[config.mk]
export PLATFORM = sky130hd
export DESIGN_NAME = cnn_div_seq_24s_14s_flat
export DESIGN_NICKNAME = d
export VERILOG_FILES = /design/src/rtl/cnn_div_seq_24s_14s_pkg.sv /design/src/rtl/cnn_div_seq_24s_14s_if.sv /design/src/rtl/cnn_div_seq_24s_14s_u_core.sv /design/src/rtl/cnn_div_seq_24s_14s.sv /design/src/flat_wrapper.sv
export SDC_FILE = /design/constraint.sdc
export NUM_CORES = 1
export LEC_CHECK = 0
export BUFFER_PORTS_ARGS = -buffer_cell sky130_fd_sc_hd__buf_4
export CAP_MARGIN = 25
export CORE_ASPECT_RATIO = 0.6
export CORE_UTILIZATION = 55
export DETAILED_ROUTE_END_ITERATION = 10
export GPL_TIMING_DRIVEN = 0
export PLACE_DENSITY = 0.76
export SYNTH_ARGS = -nofsm -noshare
export SYNTH_HDL_FRONTEND = slang
export SYNTH_SLANG_ARGS = --single-unit
[constraint.sdc]
create_clock -name ap_clk -period 4.5 [get_ports ap_clk]
set_input_delay 0 -clock ap_clk [delete_from_list [all_inputs] [get_ports ap_clk]]
set_output_delay 0 -clock ap_clk [all_outputs]
set_load 0.02 [all_outputs]
[src/rtl/cnn_div_seq_24s_14s_pkg.sv]
// Shared definitions for the sequential signed divider (24s / 14s).
//   state_t  : divider FSM states
//   dbg_t    : debug view of the FSM state and the step counter
//   DIVIDEND_W_DEF / DIVISOR_W_DEF : default operand widths
//   QMAX / QMIN : quotient saturation / wrap values
//   CNT_W    : step counter width
package cnn_div_pkg;

  localparam int DIVIDEND_W_DEF = 24;
  localparam int DIVISOR_W_DEF  = 14;
  localparam int CNT_W          = $clog2(DIVIDEND_W_DEF + 1);

  localparam logic [DIVIDEND_W_DEF-1:0] QMAX = 24'h7FFFFF;
  localparam logic [DIVIDEND_W_DEF-1:0] QMIN = 24'h800000;

  typedef enum logic [1:0] {
    IDLE = 2'd0,
    CALC = 2'd1,
    FIX  = 2'd2,
    DONE = 2'd3
  } state_t;

  typedef struct packed {
    state_t           state;
    logic [CNT_W-1:0] cnt;
  } dbg_t;

endpackage

[src/rtl/cnn_div_seq_24s_14s_if.sv]
// Operand/result bus of the sequential signed divider.
//   in_vld/in_rdy   : operand pair (dividend, divisor) handshake
//   out_vld/out_rdy : result (quot, rem, div_zero, ovf) handshake
// Handshake rule for both channels: a transfer happens on a rising clock
// edge where valid and ready are both 1. A producer holding valid keeps its
// payload stable until that edge; ready may be given or withheld freely.
// modport master : the side that supplies operands and consumes results
// modport slave  : the divider
interface cnn_div_seq_24s_14s_if #(
  parameter int DIVIDEND_W = 24,
  parameter int DIVISOR_W  = 14
);
  logic                  in_vld;
  logic                  in_rdy;
  logic [DIVIDEND_W-1:0] dividend;
  logic [DIVISOR_W-1:0]  divisor;
  logic                  out_vld;
  logic                  out_rdy;
  logic [DIVIDEND_W-1:0] quot;
  logic [DIVISOR_W-1:0]  rem;
  logic                  div_zero;
  logic                  ovf;

  modport master (
    output in_vld, dividend, divisor, out_rdy,
    input  in_rdy, out_vld, quot, rem, div_zero, ovf
  );

  modport slave (
    input  in_vld, dividend, divisor, out_rdy,
    output in_rdy, out_vld, quot, rem, div_zero, ovf
  );
endinterface

[src/rtl/cnn_div_seq_24s_14s_u_core.sv]
// Unsigned iterative restoring divider core.
//   clk, rst : clock, asynchronous active-high reset
//   load     : capture a (magnitude of dividend) and b (magnitude of divisor)
//   step     : perform one restoring step, MSB of the dividend first
//   q, r     : quotient / remainder registers (final after N steps)
//   cnt      : number of steps performed since load
//   last     : the step now in progress is the final one
module cnn_div_u_core
  import cnn_div_pkg::*;
#(
  parameter int N  = DIVIDEND_W_DEF,
  parameter int M  = DIVISOR_W_DEF,
  parameter int CW = $clog2(N + 1)
) (
  input  logic          clk,
  input  logic          rst,
  input  logic          load,
  input  logic          step,
  input  logic [N-1:0]  a,
  input  logic [M-1:0]  b,
  output logic [N-1:0]  q,
  output logic [M-1:0]  r,
  output logic [CW-1:0] cnt,
  output logic          last
);

  logic [N-1:0]  q_r;
  logic [M-1:0]  r_r;
  logic [M-1:0]  b_r;
  logic [CW-1:0] cnt_r;

  // Partial remainder with the next dividend bit shifted in: M+1 bits, since
  // the held remainder is below b (< 2^(M-1)+1) and doubling it needs one more.
  logic [M:0] shifted;
  logic       fits;

  assign shifted = {r_r, q_r[N-1]};
  assign fits    = (shifted >= {1'b0, b_r});

  // The dividend register doubles as the quotient register: each step shifts
  // out one dividend bit at the top and shifts in one quotient bit at the bottom.
  always_ff @(posedge clk or posedge rst) begin
    if (rst) begin
      q_r   <= '0;
      r_r   <= '0;
      b_r   <= '0;
      cnt_r <= '0;
    end else if (load) begin
      q_r   <= a;
      r_r   <= '0;
      b_r   <= b;
      cnt_r <= '0;
    end else if (step) begin
      r_r   <= fits ? M'(shifted - {1'b0, b_r}) : shifted[M-1:0];
      q_r   <= {q_r[N-2:0], fits};
      cnt_r <= cnt_r + 1'b1;
    end
  end

  assign q    = q_r;
  assign r    = r_r;
  assign cnt  = cnt_r;
  assign last = (cnt_r == CW'(N - 1));

endmodule

[src/rtl/cnn_div_seq_24s_14s.sv]
// Sequential signed divider: 24-bit signed dividend / 14-bit signed divisor
// -> 24-bit quotient (truncated toward zero) and 14-bit remainder (sign of
// the dividend). One division in flight; constant latency of 26 edges from
// operand acceptance to out_vld.
// Build option: define CNN_DIV_SAT_EN to saturate the quotient on divide by
// zero and on -2^23 / -1; otherwise those cases return raw/wrapped values.
// Ports:
//   ap_clk, ap_rst : clock, asynchronous active-high reset
//   s              : operand/result bus (slave side)
//   dbg            : FSM state and step counter for observation
module cnn_div_seq_24s_14s
  import cnn_div_pkg::*;
#(
  parameter logic [31:0] ID         = 32'd1,
  parameter int          DIVIDEND_W = DIVIDEND_W_DEF,
  parameter int          DIVISOR_W  = DIVISOR_W_DEF
) (
  input  logic                   ap_clk,
  input  logic                   ap_rst,
  cnn_div_seq_24s_14s_if.slave   s,
  output dbg_t                   dbg
);

  localparam int CW = $clog2(DIVIDEND_W + 1);

  // Instance tag only; it has no functional effect.
  logic unused_id;
  assign unused_id = ^ID;

  state_t state, state_nxt;
  logic   load, step, fix;

  logic [DIVIDEND_W-1:0] a_abs;
  logic [DIVISOR_W-1:0]  b_abs;
  logic [DIVIDEND_W-1:0] core_q;
  logic [DIVISOR_W-1:0]  core_r;
  logic [CW-1:0]         core_cnt;
  logic                  core_last;

  logic sign_a, sign_b, zero_lat, ovf_lat;
`ifndef CNN_DIV_SAT_EN
  logic [DIVISOR_W-1:0] rem_raw;
`endif

  logic [DIVIDEND_W-1:0] quot_q, quot_fix;
  logic [DIVISOR_W-1:0]  rem_q, rem_fix;
  logic                  div_zero_q, ovf_q, out_vld_q;

  // Magnitudes as unsigned values: -2^23 maps to 2^23, which fits 24 bits.
  assign a_abs = s.dividend[DIVIDEND_W-1] ? -s.dividend : s.dividend;
  assign b_abs = s.divisor[DIVISOR_W-1]   ? -s.divisor  : s.divisor;

  cnn_div_u_core #(
    .N (DIVIDEND_W),
    .M (DIVISOR_W),
    .CW(CW)
  ) u_core (
    .clk (ap_clk),
    .rst (ap_rst),
    .load(load),
    .step(step),
    .a   (a_abs),
    .b   (b_abs),
    .q   (core_q),
    .r   (core_r),
    .cnt (core_cnt),
    .last(core_last)
  );

  always_ff @(posedge ap_clk or posedge ap_rst) begin
    if (ap_rst) state <= IDLE;
    else        state <= state_nxt;
  end

  always_comb begin
    state_nxt = state;
    load      = 1'b0;
    step      = 1'b0;
    fix       = 1'b0;
    case (state)
      IDLE: begin
        if (s.in_vld) begin
          load      = 1'b1;
          state_nxt = CALC;
        end
      end
      CALC: begin
        step = 1'b1;
        if (core_last) state_nxt = FIX;
      end
      FIX: begin
        fix       = 1'b1;
        state_nxt = DONE;
      end
      DONE: begin
        if (out_vld_q && s.out_rdy) state_nxt = IDLE;
      end
      default: state_nxt = IDLE;
    endcase
  end

  // Sign application and special-case override of the unsigned result.
  always_comb begin
    quot_fix = (sign_a ^ sign_b) ? -core_q : core_q;
    rem_fix  = sign_a ? -core_r : core_r;
`ifdef CNN_DIV_SAT_EN
    if (zero_lat) begin
      quot_fix = sign_a ? DIVIDEND_W'(QMIN) : DIVIDEND_W'(QMAX);
      rem_fix  = '0;
    end else if (ovf_lat) begin
      quot_fix = DIVIDEND_W'(QMAX);
      rem_fix  = '0;
    end
`else
    if (zero_lat) begin
      quot_fix = '0;
      rem_fix  = rem_raw;
    end else if (ovf_lat) begin
      quot_fix = DIVIDEND_W'(QMIN);
      rem_fix  = '0;
    end
`endif
  end

  always_ff @(posedge ap_clk or posedge ap_rst) begin
    if (ap_rst) begin
      sign_a     <= 1'b0;
      sign_b     <= 1'b0;
      zero_lat   <= 1'b0;
      ovf_lat    <= 1'b0;
`ifndef CNN_DIV_SAT_EN
      rem_raw    <= '0;
`endif
      quot_q     <= '0;
      rem_q      <= '0;
      div_zero_q <= 1'b0;
      ovf_q      <= 1'b0;
    end else if (load) begin
      sign_a     <= s.dividend[DIVIDEND_W-1];
      sign_b     <= s.divisor[DIVISOR_W-1];
      zero_lat   <= (s.divisor == '0);
      ovf_lat    <= (s.dividend == DIVIDEND_W'(QMIN)) && (s.divisor == '1);
`ifndef CNN_DIV_SAT_EN
      rem_raw    <= s.dividend[DIVISOR_W-1:0];
`endif
      div_zero_q <= 1'b0;
      ovf_q      <= 1'b0;
    end else if (fix) begin
      quot_q     <= quot_fix;
      rem_q      <= rem_fix;
      div_zero_q <= zero_lat;
      ovf_q      <= ovf_lat;
    end
  end

  // out_vld is registered, so it rises on the edge after DONE is entered;
  // that extra edge is part of the fixed 26-edge latency. It drops on the
  // same edge that completes the result handshake.
  always_ff @(posedge ap_clk or posedge ap_rst) begin
    if (ap_rst) out_vld_q <= 1'b0;
    else        out_vld_q <= (state == DONE) && !(out_vld_q && s.out_rdy);
  end

  assign s.in_rdy   = (state == IDLE);
  assign s.out_vld  = out_vld_q;
  assign s.quot     = quot_q;
  assign s.rem      = rem_q;
  assign s.div_zero = div_zero_q;
  assign s.ovf      = ovf_q;

  assign dbg.state = state;
  assign dbg.cnt   = CNT_W'(core_cnt);

endmodule

[src/flat_wrapper.sv]
// flat-port wrapper written by rule: the top's interface ports become plain ports
module cnn_div_seq_24s_14s_flat import cnn_div_pkg::*;
#(
  parameter logic [31:0] ID         = 32'd1,
  parameter int          DIVIDEND_W = DIVIDEND_W_DEF,
  parameter int          DIVISOR_W  = DIVISOR_W_DEF
)
  (ap_clk, ap_rst, dbg, s_in_vld, s_dividend, s_divisor, s_out_rdy, s_in_rdy, s_out_vld, s_quot, s_rem, s_div_zero, s_ovf);
  cnn_div_seq_24s_14s_if #(.DIVIDEND_W(DIVIDEND_W), .DIVISOR_W(DIVISOR_W)) s_i ();
  input  logic ap_clk;
  input  logic ap_rst;
  output dbg_t dbg;
  input wire logic [$bits(s_i.in_vld)-1:0] s_in_vld;
  input wire logic [$bits(s_i.dividend)-1:0] s_dividend;
  input wire logic [$bits(s_i.divisor)-1:0] s_divisor;
  input wire logic [$bits(s_i.out_rdy)-1:0] s_out_rdy;
  output wire logic [$bits(s_i.in_rdy)-1:0] s_in_rdy;
  output wire logic [$bits(s_i.out_vld)-1:0] s_out_vld;
  output wire logic [$bits(s_i.quot)-1:0] s_quot;
  output wire logic [$bits(s_i.rem)-1:0] s_rem;
  output wire logic [$bits(s_i.div_zero)-1:0] s_div_zero;
  output wire logic [$bits(s_i.ovf)-1:0] s_ovf;
  assign s_i.in_vld = s_in_vld;
  assign s_i.dividend = s_dividend;
  assign s_i.divisor = s_divisor;
  assign s_i.out_rdy = s_out_rdy;
  assign s_in_rdy = s_i.in_rdy;
  assign s_out_vld = s_i.out_vld;
  assign s_quot = s_i.quot;
  assign s_rem = s_i.rem;
  assign s_div_zero = s_i.div_zero;
  assign s_ovf = s_i.ovf;
  cnn_div_seq_24s_14s #(.ID(ID), .DIVIDEND_W(DIVIDEND_W), .DIVISOR_W(DIVISOR_W)) u_core (.ap_clk(ap_clk), .ap_rst(ap_rst), .s(s_i), .dbg(dbg));
endmodule
-- After elaboration in Yosys (flattened, before gate mapping)
Cells that the tools add are included.
- register bits: 118
- output and inout port bits: 49
- word-level logic and storage cells: 70
- add/subtract/negate cells: 6
- $lt $le $gt $ge: 1
- equality and inequality tests: 9
- muxes and demuxes: 27
- bitwise operators: 2
- reductions and logical operators: 10
- operator list (cell ; number):
    2-to-1 mux 24 bit ; 6
    2-to-1 mux 14 bit ; 7
    negator 24 bit ; 2
    negator 14 bit ; 2
    == test 24 bit, second input constant ; 1
    greater-or-equal comparator 15 x 14 -> 1 bit ; 1
    == test 14 bit, second input constant ; 1
    logical NOT 14 bit ; 1
    subtractor 14 bit ; 1
    2-to-1 mux 5 bit ; 2
    2-to-1 mux 1 bit ; 8
    one-hot mux 2 bit (4 select lines) ; 1
    2-to-1 mux 2 bit ; 3
    adder 5 x 1 -> 5 bit, second input constant ; 1
    == test 5 bit, second input constant ; 1
    == test 2 bit, second input constant ; 2
    != test 2 x 1 -> 1 bit, second input constant ; 2
    nonzero test 2 bit ; 2
    logical AND 1 bit ; 3
    AND reduction 3 bit ; 1
    == test 2 x 1 -> 1 bit, second input constant ; 1
    logical NOT 2 bit ; 1
    != test 2 bit, second input constant ; 1
    AND reduction 2 bit ; 1
    other kinds (3) ; 3

-- Logic depth before layout (Yosys ltp)
Gate-level depths: netlist (run 1).
- word-level depth: 4
- mapped depth: 9
- gate-level depth less buffers: 9

-- By module
From an unflattened synthesis (run 1), not the netlist that was laid out.
- cells, all modules: 826
- area total of the unflattened synthesis: 7458.4 sq um
- by module, submodules not included (module ; instances ; cells an instance ; area an instance (sq um) ; seq. area each (sq um)):
    cnn_div_seq_24s_14s ; 1 ; 455 ; 4031.4 ; 1526.5
    cnn_div_u_core ; 1 ; 371 ; 3427.0 ; 1426.4

-- Least setup slack after synthesis (run 1)
No wires, ideal clock.
- path kind: reg2reg
- start: register u_core.state[0]
- end: register u_core.u_core.q_r[23], in the netlist u_core.u_core.q[23]
- library setup time: 0.086 ns
- arrival: 2.049 ns
- data required time: 4.414 ns
- path slack: 2.366 ns
- stages on the path, launching flop included: 7
- path buffers: 0
- clock period less this slack: 2.134 ns
- cell sequence: dfrtp_1 -> inv_1 -> ha_1 -> nand2_1 -> or4_1 -> or2_2 -> a32oi_1
- cells in the longest elaborated chain, start to end: 3
- elaborated cells between the ends (all ways): 6
- classes of those cells: 1 x eq/ne; 3 x mux; 2 x reduce/logical
- ends and longest elaborated chain (element ; line ; RTL):
    from (decl) ; cnn_div_seq_24s_14s.sv:30 ; state_t state, state_nxt;
    from (signal assigned) ; cnn_div_seq_24s_14s.sv:72 ; else state <= state_nxt;
    logical NOT 2 bit * ; - ;
    net s_in_rdy ; flat_wrapper.sv:17 ; output wire logic [$bits(s_i.in_rdy)-1:0] s_in_rdy;
    2-to-1 mux 1 bit * ; cnn_div_seq_24s_14s.sv:80 ; case (state)
    2-to-1 mux 24 bit or nonzero test 2 bit (tied branches) ; - ;
    to (signal assigned) ; cnn_div_seq_24s_14s_u_core.sv:55 ; q_r <= {q_r[N-2:0], fits};
    to (decl) ; cnn_div_seq_24s_14s_u_core.sv:27 ; logic [N-1:0] q_r;
Mark *: on every way through the listed nets, which the timed path passes. The rest lies on a longest branch.
A chain may end at the register's enable or synchronous reset.

-- Final worst setup path (run 1)
- start: register u_core.u_core.r_r[3], in the netlist u_core.u_core.r[3]
- end: register u_core.u_core.r_r[0], in the netlist u_core.u_core.r[0]
- cells in the longest elaborated chain, start to end: 4
- ends and longest elaborated chain (element ; line ; RTL):
    from (decl) ; cnn_div_seq_24s_14s_u_core.sv:28 ; logic [M-1:0] r_r;
    from (signal assigned) ; cnn_div_seq_24s_14s_u_core.sv:54 ; r_r <= fits ? M'(shifted - {1'b0, b_r}) : shifted[M-1:0];
    greater-or-equal comparator 15 x 14 -> 1 bit ; cnn_div_seq_24s_14s_u_core.sv:38 ; assign fits = (shifted >= {1'b0, b_r});
    2-to-1 mux 14 bit ; cnn_div_seq_24s_14s_u_core.sv:54 ;
    2-to-1 mux 14 bit ; cnn_div_seq_24s_14s_u_core.sv:53 ; end else if (step) begin
    2-to-1 mux 14 bit ; cnn_div_seq_24s_14s_u_core.sv:48 ; end else if (load) begin
Every way passes these cells. The select of a mux whose other input is x is not followed.

==> results of run 1 <==
[worst max-delay path, delay by kind of cell, from the launching register on]
family / cells / cell delay (ns)
AOI/OAI and AO/OA: 5 / 1.18
adders and majority gates: 1 / 0.38
buffers and inverters: 1 / 0.49
DFF: 1 / 0.46
and+or+nand+nor: 1 / 0.13
[sequential cells by signal, indices dropped and copies added, names as in the netlist]
register	count
u_core.s.quot	24
u_core.u_core.q	24
u_core.rem_raw	14
u_core.s.rem	14
u_core.u_core.b_r	14
u_core.u_core.r	14
u_core.u_core.cnt	5
u_core.state	2
u_core.ovf_lat	1
u_core.s.div_zero	1
u_core.s.out_vld	1
u_core.s.ovf	1
u_core.sign_a	1
u_core.sign_b	1
u_core.zero_lat	1
[metrics by stage]
step                      setup WS, ns  total power, mW  std cells
after CTS                         1.86             8.09       1187
after global routing              1.57             8.74       1187
final                             1.73             8.24       1187
after global placement          -0.102             6.31       1115
after floorplan                   1.37             5.04        855
after detailed placement          1.87             6.39       1116
[cell families after synthesis]
kind of cell,count (synthesis),synth area share
simple gates,274,0.180
flops,118,0.402
mux,16,0.0218
compound gates,239,0.203
fa+ha+maj,26,0.0453
buf+inv,103,0.0537
xor+xnor,79,0.0942
[worst max path at each step]
stage	from	to	slack (ns)	depth (start not counted)
2_1_floorplan	ap_rst	u_core.ovf_lat	1.37	1
6_report	u_core.u_core.r[3]	u_core.u_core.r[0]	1.73	8
3_3_place_gp	ap_rst	u_core.s.quot[2]	-0.10	2
3_5_place_dp	u_core.u_core.r[3]	u_core.u_core.r[11]	1.87	8
5_1_grt	u_core.u_core.b_r[9]	u_core.u_core.r[0]	1.57	9
4_1_cts	u_core.u_core.r[3]	u_core.u_core.r[2]	1.86	8
[where the power goes]
group / total, mW / leakage (nW) / internal, mW / switching (mW)
sequential: 2.08 / 1.45 / 1.58 / 0.501
combinational: 4.55 / 2.34 / 1.78 / 2.77
clock: 1.61 / 0.328 / 1.10 / 0.503
[layout by cell type, fill, tap and decap left out, types with 16 or more instances in the layout]
cell	instances
dfrtp_1	118
ha_1	25
dlygate4sd3_1	40
xnor2_1	37
nand3_1	18
a21oi_1	50
mux2i_1	16
clkbuf_1	40
inv_1	52
clkbuf_16	17
nand2_1	113
xor2_1	42
o21ai_0	76
nor2b_1	16
nor3_1	20
o22ai_1	24
nor2_1	46
buf_4	90
[area by class of cell]
| class | count | area (sq um) |
|---|---|---|
| inverter | 53 | 204 |
| multi-input combinational | 634 | 4000 |
| clock inverter | 13 | 251 |
| timing repair buffer | 131 | 1100 |
| sequential | 118 | 2950 |
| tap | 170 | 213 |
| buffer | 50 | 195 |
| clock buffer | 18 | 439 |
| fill | 965 | 3570 |
[metal layers]
metal  track usage  routed length [microns]  up-vias
li1              -                        -     3316
met1         0.562                    10900     3361
met2         0.436                     8590      461
met3         0.106                     2940       28
met4        0.0717                      257        0
met5             0                        0        -
==> metrics.csv, run 1 <==
metric,value,unit
gp_congestion,0.904,
synth_top_area_cell,dfrtp_1,
period_needed,2.77,ns
worstMarginPinSlew,0.890,ns
critical_path.max_fanout,10,
first_pass_iters,5,
ir_worst_vdd,0.411,mV
core-area,12900,sq um
die_w,151,microns
drv_slew,0,
dieArea,13800,sq um
drv_cap,0,
cp_slowest_stage_delay,0.51,ns
outcome,finished clean,
worst_hold_path.num_cells,4,
cp_cell_sequence,ha_1 > a21o_1 > a2bb2oi_1 > o21ai_1 > a21oi_1 > clkbuf_1 > nand3_1 > o311ai_0,
start_kind,register,
ant_nets,0,
synth_edf_count,0,
synthCells,855,
clock_skew,0.00678,ns
final_area,9360,sq um
track_usage,0.347,
cts_max_path_buffers,2,
clock_latency,0.42,ns
setup_violations,0,
syn-num-nets,923,
r2r_cells,8,
io_pins,91,
holdPathEnd,u_core.u_core.b_r[8],
powerDensity,880,nW/um^2
arrival,3.05,ns
hpwlAfterDp,16200,microns
synth_seq_cells,118,
grt_pass1_vias,6576,
hold_class,in -> reg,
finalCritPeriodShare,0.617,
rows,32,
reg2reg_to,u_core.u_core.r[0],
r2r_slack,1.73,ns
synth_area,7350,sq um
ys_top_cells_by_area,"dfrtp_1 40%, nand2_1 5.8%, o21ai_0 5.2%",
clk_pin_slew_worst_paths,0.06,ns
wirelength,22700,microns
fp.dieH,91.5,microns
cts_buffers,17,
end_kind,register,
nets,1073,
wl_per_cell,19.1,microns
synthArstFlopShare,1.00,
num_vias,7166,
slew_headroom,0.407,
finish.utilization,0.724,
grt_pass1_wl,36100,microns
syn_to_final_growth,27.4,%
grt-ovfl-total,0,
critPathKind,reg -> reg,
cellLeakagePower,4.12,nW
rsz0062_at_grt,false,
synth.distinct_cells,61,
r2r-start,u_core.u_core.r[3],
syn_avg_cell_area,8.59,sq um
initial_core_util,0.568,
worstPathRequired,4.78,ns
io_buffer_count,90,
yosys_warnings,0,
worstHoldStart,s_divisor[13],
cts_resized,0,
drc_errors,0,
cts_num_sinks,118,
root_buffer,clkbuf_16,
synthFlopType,dfrtp_1,
layout-drive-gt1-share,0.133,
yosysMostFrequentCell,dfrtp_1,
vias_per_cell,6.04,
antenna_found_initial,0,
cts_hold_buf,40,
cts_tree,built,
clock.fmax,0.360,GHz
yosysSeqAreaShare,0.402,
first_iter_violations,732,
h-tree-depth,4,
ys_top_cells_by_count,"118 x dfrtp_1, 113 x nand2_1, 76 x o21ai_0",
worst_path_max_delay_cell,a21oi_1,
cts_setup_buffers,0,
hold_ws,0.0347,ns
yosys.area.top_type_share,0.402,
n_antenna_cell,0,
hold_viol,0,
dpl_cell_area,8270,sq um
tns,0,ns
grt_max_degree,71,
Power figures use the tool's default switching activity.
==> run 2, diff against run 1 <==
Settings changed: CORE_UTILIZATION 55 to 53, PLACE_DENSITY 0.76 to 0.77.
Clock period 4.5 ns to 2.4 ns, I/O delays scaled along.
==> run 2 against run 1 <==
  * Sequential share of layout area shrank 0.15 points
  * Die area up 3.7%
  * Register-to-register slack got worse by 1.7 ns
  * Cell count hardly changed
  * Largest cell class unchanged
  * Global-route usage decreased by 0.14 points
  * Combinational power increased by 93%
  * Clock power rose by 68%
  * Wire length grew 5.7%
  * Sequential power increased by 91%
  * Via count is 2.4% higher
==> metrics.csv, run 2 (same netlist as run 1, synthesis figures left out) <==
metric,value,unit,change
finalCritPeriodShare,0.971,,was 0.617
core-area,13200,sq um,"was 12,900 sq um"
end_kind,register,,unchanged
clk_pin_slew_worst_paths,0.06,ns,about the same
start_kind,register,,unchanged
crit_family,buffers and inverters,,was compound AO/OA/AOI/OAI gates
worst_path_max_delay_cell,dfrtp_1,,was a21oi_1
gp_congestion,0.932,,was 0.904
hold_class,in -> reg,,unchanged
grt-ovfl-total,0,,unchanged
layout-drive-gt1-share,0.161,,was 0.133
track_usage,0.345,,was 0.347
r2r-start,u_core.u_core.b_r[12],,was u_core.u_core.r[3]
clock_latency,0.41,ns,was 0.42 ns
first_iter_violations,781,,was 732
initial_core_util,0.558,,was 0.568
n_antenna_cell,0,,unchanged
worstPathRequired,2.65,ns,was 4.78 ns
rsz0062_at_grt,true,,was false
cellLeakagePower,4.15,nW,was 4.12 nW
hold_ws,0.0406,ns,was 0.0347 ns
rows,32,,unchanged
grt_pass1_wl,37400,microns,"was 36,100 microns"
drv_slew,0,,unchanged
outcome,finished clean,,unchanged
antenna_found_initial,0,,unchanged
cts_max_path_buffers,2,,unchanged
cts_num_sinks,118,,unchanged
setup_violations,0,,unchanged
slew_headroom,0.530,,was 0.407
drc_errors,0,,unchanged
worstMarginPinSlew,0.703,ns,was 0.890 ns
mostFrequentLayoutCells,"118 x dfrtp_1, 112 x nand2_1, 92 x buf_4",,"was 118 x dfrtp_1, 113 x nand2_1, 90 x buf_4"
die_w,154,microns,was 151 microns
dpl.cell_count,1118,,"was 1,116"
clock.fmax,0.429,GHz,was 0.360 GHz
clock_skew,0.00823,ns,was 0.00678 ns
startpoint,u_core.u_core.b_r[12],,was u_core.u_core.r[3]
cp_cell_sequence,inv_1 > ha_2 > a21oi_2 > nor2b_1 > or3_1 > clkbuf_1 > buf_4 > o21ai_0 > a31oi_1,,was ha_1 > a21o_1 > a2bb2oi_1 > o21ai_1 > a21oi_1 > clkbuf_1 > nand3_1 > o311ai_0
arrival,2.58,ns,was 3.05 ns
period_needed,2.33,ns,was 2.77 ns
hpwlAfterDp,17000,microns,"was 16,200 microns"
r2r_cells,9,,was 8
grt_max_degree,43,,was 71
powerDensity,1640,nW/um^2,was 880 nW/um^2
vias_per_cell,6.18,,was 6.04
ir_worst_vdd,0.737,mV,was 0.411 mV
fin_cells,1188,,"was 1,187"
cts_tree,built,,unchanged
syn_to_final_growth,28.0,%,was 27.4%
critPathKind,reg -> reg,,unchanged
num_vias,7338,,"was 7,166"
drv_cap,0,,unchanged
h-tree-depth,4,,unchanged
final_area,9400,sq um,was 9360 sq um
wirelength,24000,microns,"was 22,700 microns"
cts_buffers,17,,unchanged
path_depth,9,,was 8
cp_slowest_stage_delay,0.38,ns,was 0.51 ns
wl_per_cell,20.2,microns,was 19.1 microns
dpl_cell_area,8300,sq um,was 8270 sq um
dieArea,14300,sq um,"was 13,800 sq um"
path_buf_inv,3,,was 1
worstHoldStart,s_dividend[14],,was s_divisor[13]
first_pass_iters,6,,was 5
ant_nets,0,,unchanged
nets,1073,,unchanged
critical_path.max_fanout,10,,unchanged
grt_pass1_vias,6780,,"was 6,576"
fp.dieH,93.2,microns,was 91.5 microns
hold_viol,0,,unchanged
worst_hold_path.num_cells,4,,unchanged
io_buffer_count,90,,unchanged
io_pins,91,,unchanged
mostFrequentLayoutCell,dfrtp_1,,unchanged
root_buffer,clkbuf_16,,unchanged
finish.utilization,0.714,,was 0.724
==> run 2: cell types whose count changed in the layout (fill, tap and decap cells not counted), sizes merged <==
cell | before | now
dlygate4sd3 | 40 | 37
clkinv | 2 | 6
buf | 101 | 103
bufinv | 7 | 4
clkbuf | 58 | 59
inv | 54 | 52
clkdlybuf4s15 | 0 | 1
clkinvlp | 3 | 4
==> run 2: worst paths after layout <==
kind                                   endpoint  slack, ns
setup / recovery             u_core.u_core.r[7]       0.07
hold / removal              u_core.u_core.q[14]       0.04
setup reg to reg             u_core.u_core.r[7]       0.07
hold reg to reg            u_core.u_core.b_r[2]       0.48
max in group asynchronous  u_core.u_core.b_r[4]       1.23
min in group asynchronous  u_core.u_core.cnt[4]       0.14
==> run 2: power by group <==
part           switching (mW)  internal, mW  total (mW)
registers                1.01          2.96        3.97
clock network           0.939          1.76        2.70
logic                    5.30          3.49        8.79
total                    7.25          8.21        15.5
==> run 2: per-layer routing <==
metal	up-vias	track usage	share of wire
met1	3482	0.518	0.46
met5	-	0.0293	0.0021
li1	3321	-	-
met2	485	0.450	0.39
met3	48	0.132	0.14
met4	2	0.0908	0.016
==> run 2: worst reg2reg max path, delay by kind of cell (launching register included) <==
kind / cells / cell delay (ns)
AND/OR/NAND/NOR: 2 / 0.42
flip-flops: 1 / 0.38
AO/OA/AOI/OAI: 3 / 0.47
adder cells (fa/ha/maj): 1 / 0.35
buffers and inverters: 3 / 0.56
==> run 2: layout make-up <==
| class | instances | area, sq um |
|---|---|---|
| sequential | 118 | 2950 |
| inverter | 53 | 203 |
| buffer | 50 | 221 |
| timing repair buffer | 131 | 1110 |
| fill | 996 | 3770 |
| clock inverter | 13 | 180 |
| multi-input combinational | 634 | 4080 |
| tap | 170 | 213 |
| clock buffer | 19 | 443 |
==> run 2: per-stage QoR <==
stage	setup WS, ns	power [mW]	setup TNS, ns
after floorplan	0.266	9.45	0
after global placement	-0.203	11.8	-1.88
after detailed placement	-0.218	12.0	-2.27
after CTS	0.0275	15.0	0
after global routing	-0.0194	16.4	-0.0315
final	0.0707	15.5	0
==> run 2: what timing repair did <==
item,CTS,global route
hold endpoints to repair,96,0
pin swaps,1,3
hold buffers,37,0
buffers inserted,1,0
resized for setup,12,28
setup endpoints to repair,20,29
==> run 3, diff against run 2 <==
Settings changed: PLACE_DENSITY 0.77 to not set, PLACE_DENSITY_LB_ADDON set to 0.05.
==> run 3 against run 2 <==
  * Wire length is 0.27% lower
  * Die area stayed put
  * Core utilization is 0.60 points higher
  * Clock skew is 0.0029 ns higher
  * Largest power group unchanged
  * Worst setup slack worse by 0.048 ns
  * Non-clock buffer count stayed put
  * Power is 1.8% higher
  * Combinational power is 4.4% higher
  * Count of clock-buffer cells in the layout is 2 higher
  * Cell count stayed put
  * Critical endpoint is now u_core.s.quot[20]
==> metrics.csv, run 3 (same netlist as run 1, synthesis figures left out) <==
metric,value,unit,change
clock.fmax,0.421,GHz,was 0.429 GHz
clock_latency,0.42,ns,was 0.41 ns
cts_num_sinks,118,,unchanged
grt_pass1_vias,6775,,"was 6,780"
mostFrequentLayoutCell,dfrtp_1,,unchanged
outcome,finished clean,,unchanged
n_antenna_cell,0,,unchanged
slew_headroom,0.546,,was 0.530
powerDensity,1660,nW/um^2,was 1640 nW/um^2
initial_core_util,0.558,,unchanged
antenna_found_initial,0,,unchanged
cts_buffers,17,,unchanged
dieArea,14300,sq um,unchanged
grt_pass1_wl,37500,microns,"was 37,400 microns"
io_pins,91,,unchanged
finalCritPeriodShare,0.991,,was 0.971
mostFrequentLayoutCells,"117 x dfrtp_1, 112 x nand2_1, 92 x buf_4",,"was 118 x dfrtp_1, 112 x nand2_1, 92 x buf_4"
hold_viol,0,,unchanged
root_buffer,clkbuf_16,,unchanged
first_iter_violations,761,,was 781
start_kind,register,,unchanged
h-tree-depth,4,,unchanged
wirelength,23900,microns,"was 24,000 microns"
layout-drive-gt1-share,0.171,,was 0.161
nets,1073,,unchanged
drv_slew,0,,unchanged
cp_cell_sequence,buf_6 > or4_4 > nor3b_2 > a41oi_1 > nor2_1 > xor2_2 > o22ai_1,,was inv_1 > ha_2 > a21oi_2 > nor2b_1 > or3_1 > clkbuf_1 > buf_4 > o21ai_0 > a31oi_1
gp_congestion,0.946,,was 0.932
track_usage,0.346,,was 0.345
cp_slowest_stage_delay,0.55,ns,was 0.38 ns
finish.utilization,0.720,,was 0.714
grt_max_degree,42,,was 43
rows,32,,unchanged
tns,0,ns,unchanged
cts_tree,built,,unchanged
grt-ovfl-total,0,,unchanged
critPathKind,reg -> reg,,unchanged
syn_to_final_growth,29.1,%,was 28.0%
wl_per_cell,20.1,microns,was 20.2 microns
drc_errors,0,,unchanged
drv_cap,0,,unchanged
vias_per_cell,6.10,,was 6.18
num_vias,7247,,"was 7,338"
clock_skew,0.0111,ns,was 0.00823 ns
io_buffer_count,90,,unchanged
worstPathRequired,2.67,ns,was 2.65 ns
ant_nets,0,,unchanged
end_kind,register,,unchanged
hold_class,in -> reg,,unchanged
clk_pin_slew_worst_paths,0.06,ns,about the same
worstMarginPinSlew,0.678,ns,was 0.703 ns
first_pass_iters,8,,was 6
arrival,2.64,ns,was 2.58 ns
cellLeakagePower,4.14,nW,was 4.15 nW
critical_path.max_fanout,8,,was 10
cts_max_path_buffers,2,,unchanged
core-area,13200,sq um,unchanged
worst_path_max_delay_cell,or4_4,,was dfrtp_1
period_needed,2.38,ns,was 2.33 ns
setup_violations,0,,unchanged
hpwlAfterDp,17800,microns,"was 17,000 microns"
die_w,154,microns,unchanged
ir_worst_vdd,0.667,mV,was 0.737 mV
fp.dieH,93.2,microns,unchanged
run 3: path summary, 6_finish.rpt:
| path | cells after the start | end | slack, ns | start |
|---|---|---|---|---|
| max in group asynchronous | 4 | u_core.rem_raw[4] | 1.66 | ap_rst |
| min reg2reg | 2 | u_core.rem_raw[0] | 0.48 | u_core.rem_raw[0] |
| min in group asynchronous | 3 | u_core.s.quot[10] | 0.16 | ap_rst |
| max | 7 | u_core.s.quot[20] | 0.02 | u_core.u_core.q[8] |
| max reg2reg | 7 | u_core.s.quot[20] | 0.02 | u_core.u_core.q[8] |
| min | 4 | u_core.state[1] | 0.05 | s_in_vld |
run 3: power by group:
| group | internal [mW] | switching (mW) | leakage [nW] |
|---|---|---|---|
| clock network | 1.69 | 0.963 | 0.290 |
| registers | 2.96 | 0.936 | 1.45 |
| logic | 3.60 | 5.58 | 2.40 |
| total | 8.26 | 7.48 | 4.14 |
run 3: layer usage:
layer,up-vias,share of wire,wire (microns),GRT usage
met5,-,0,0,0
met1,3508,0.49,11600,0.542
met3,28,0.11,2680,0.0899
met4,0,0.0099,236,0.0683
li1,3308,-,-,-
met2,403,0.39,9360,0.472
run 3: area by class of cell:
cell class	count	area [sq um]
inverters	53	203
clock buffers	21	460
clock inverters	11	149
repair buffers	133	1130
flip-flops and latches	118	2950
multi-input cells	634	4160
well taps	170	213
fillers	973	3690
plain buffers	48	206
run 3: timing repair:
action | CTS | global route
pin swaps | 0 | 3
setup buffers | 1 | 0
resized for setup | 17 | 36
hold endpoints to repair | 171 | 0
setup endpoints to repair | 17 | 24
hold buffers | 39 | 0
run 3: critical path: cells and delay by family (launching register included):
kind | cells | cell delay [ns]
compound gates | 2 | 0.38
xor+xnor | 1 | 0.24
buf+inv | 1 | 0.14
flops | 1 | 0.37
simple gates | 3 | 1.11
run 3: stage by stage:
step / hold slack (ns) / total power, mW / worst slack, ns / std cells / cell area (sq um)
global placement: 0.221 / 11.9 / -0.230 / 1115 / 8240
CTS: 0.0353 / 15.1 / 0.0383 / 1190 / 9360
global route: 0.0742 / 16.7 / -0.0145 / 1188 / 9480
finish: 0.0515 / 15.7 / 0.0226 / 1188 / 9480
floorplan: 0.105 / 9.45 / 0.266 / 855 / 7350
detailed placement: 0.0485 / 12.2 / -0.319 / 1118 / 8300
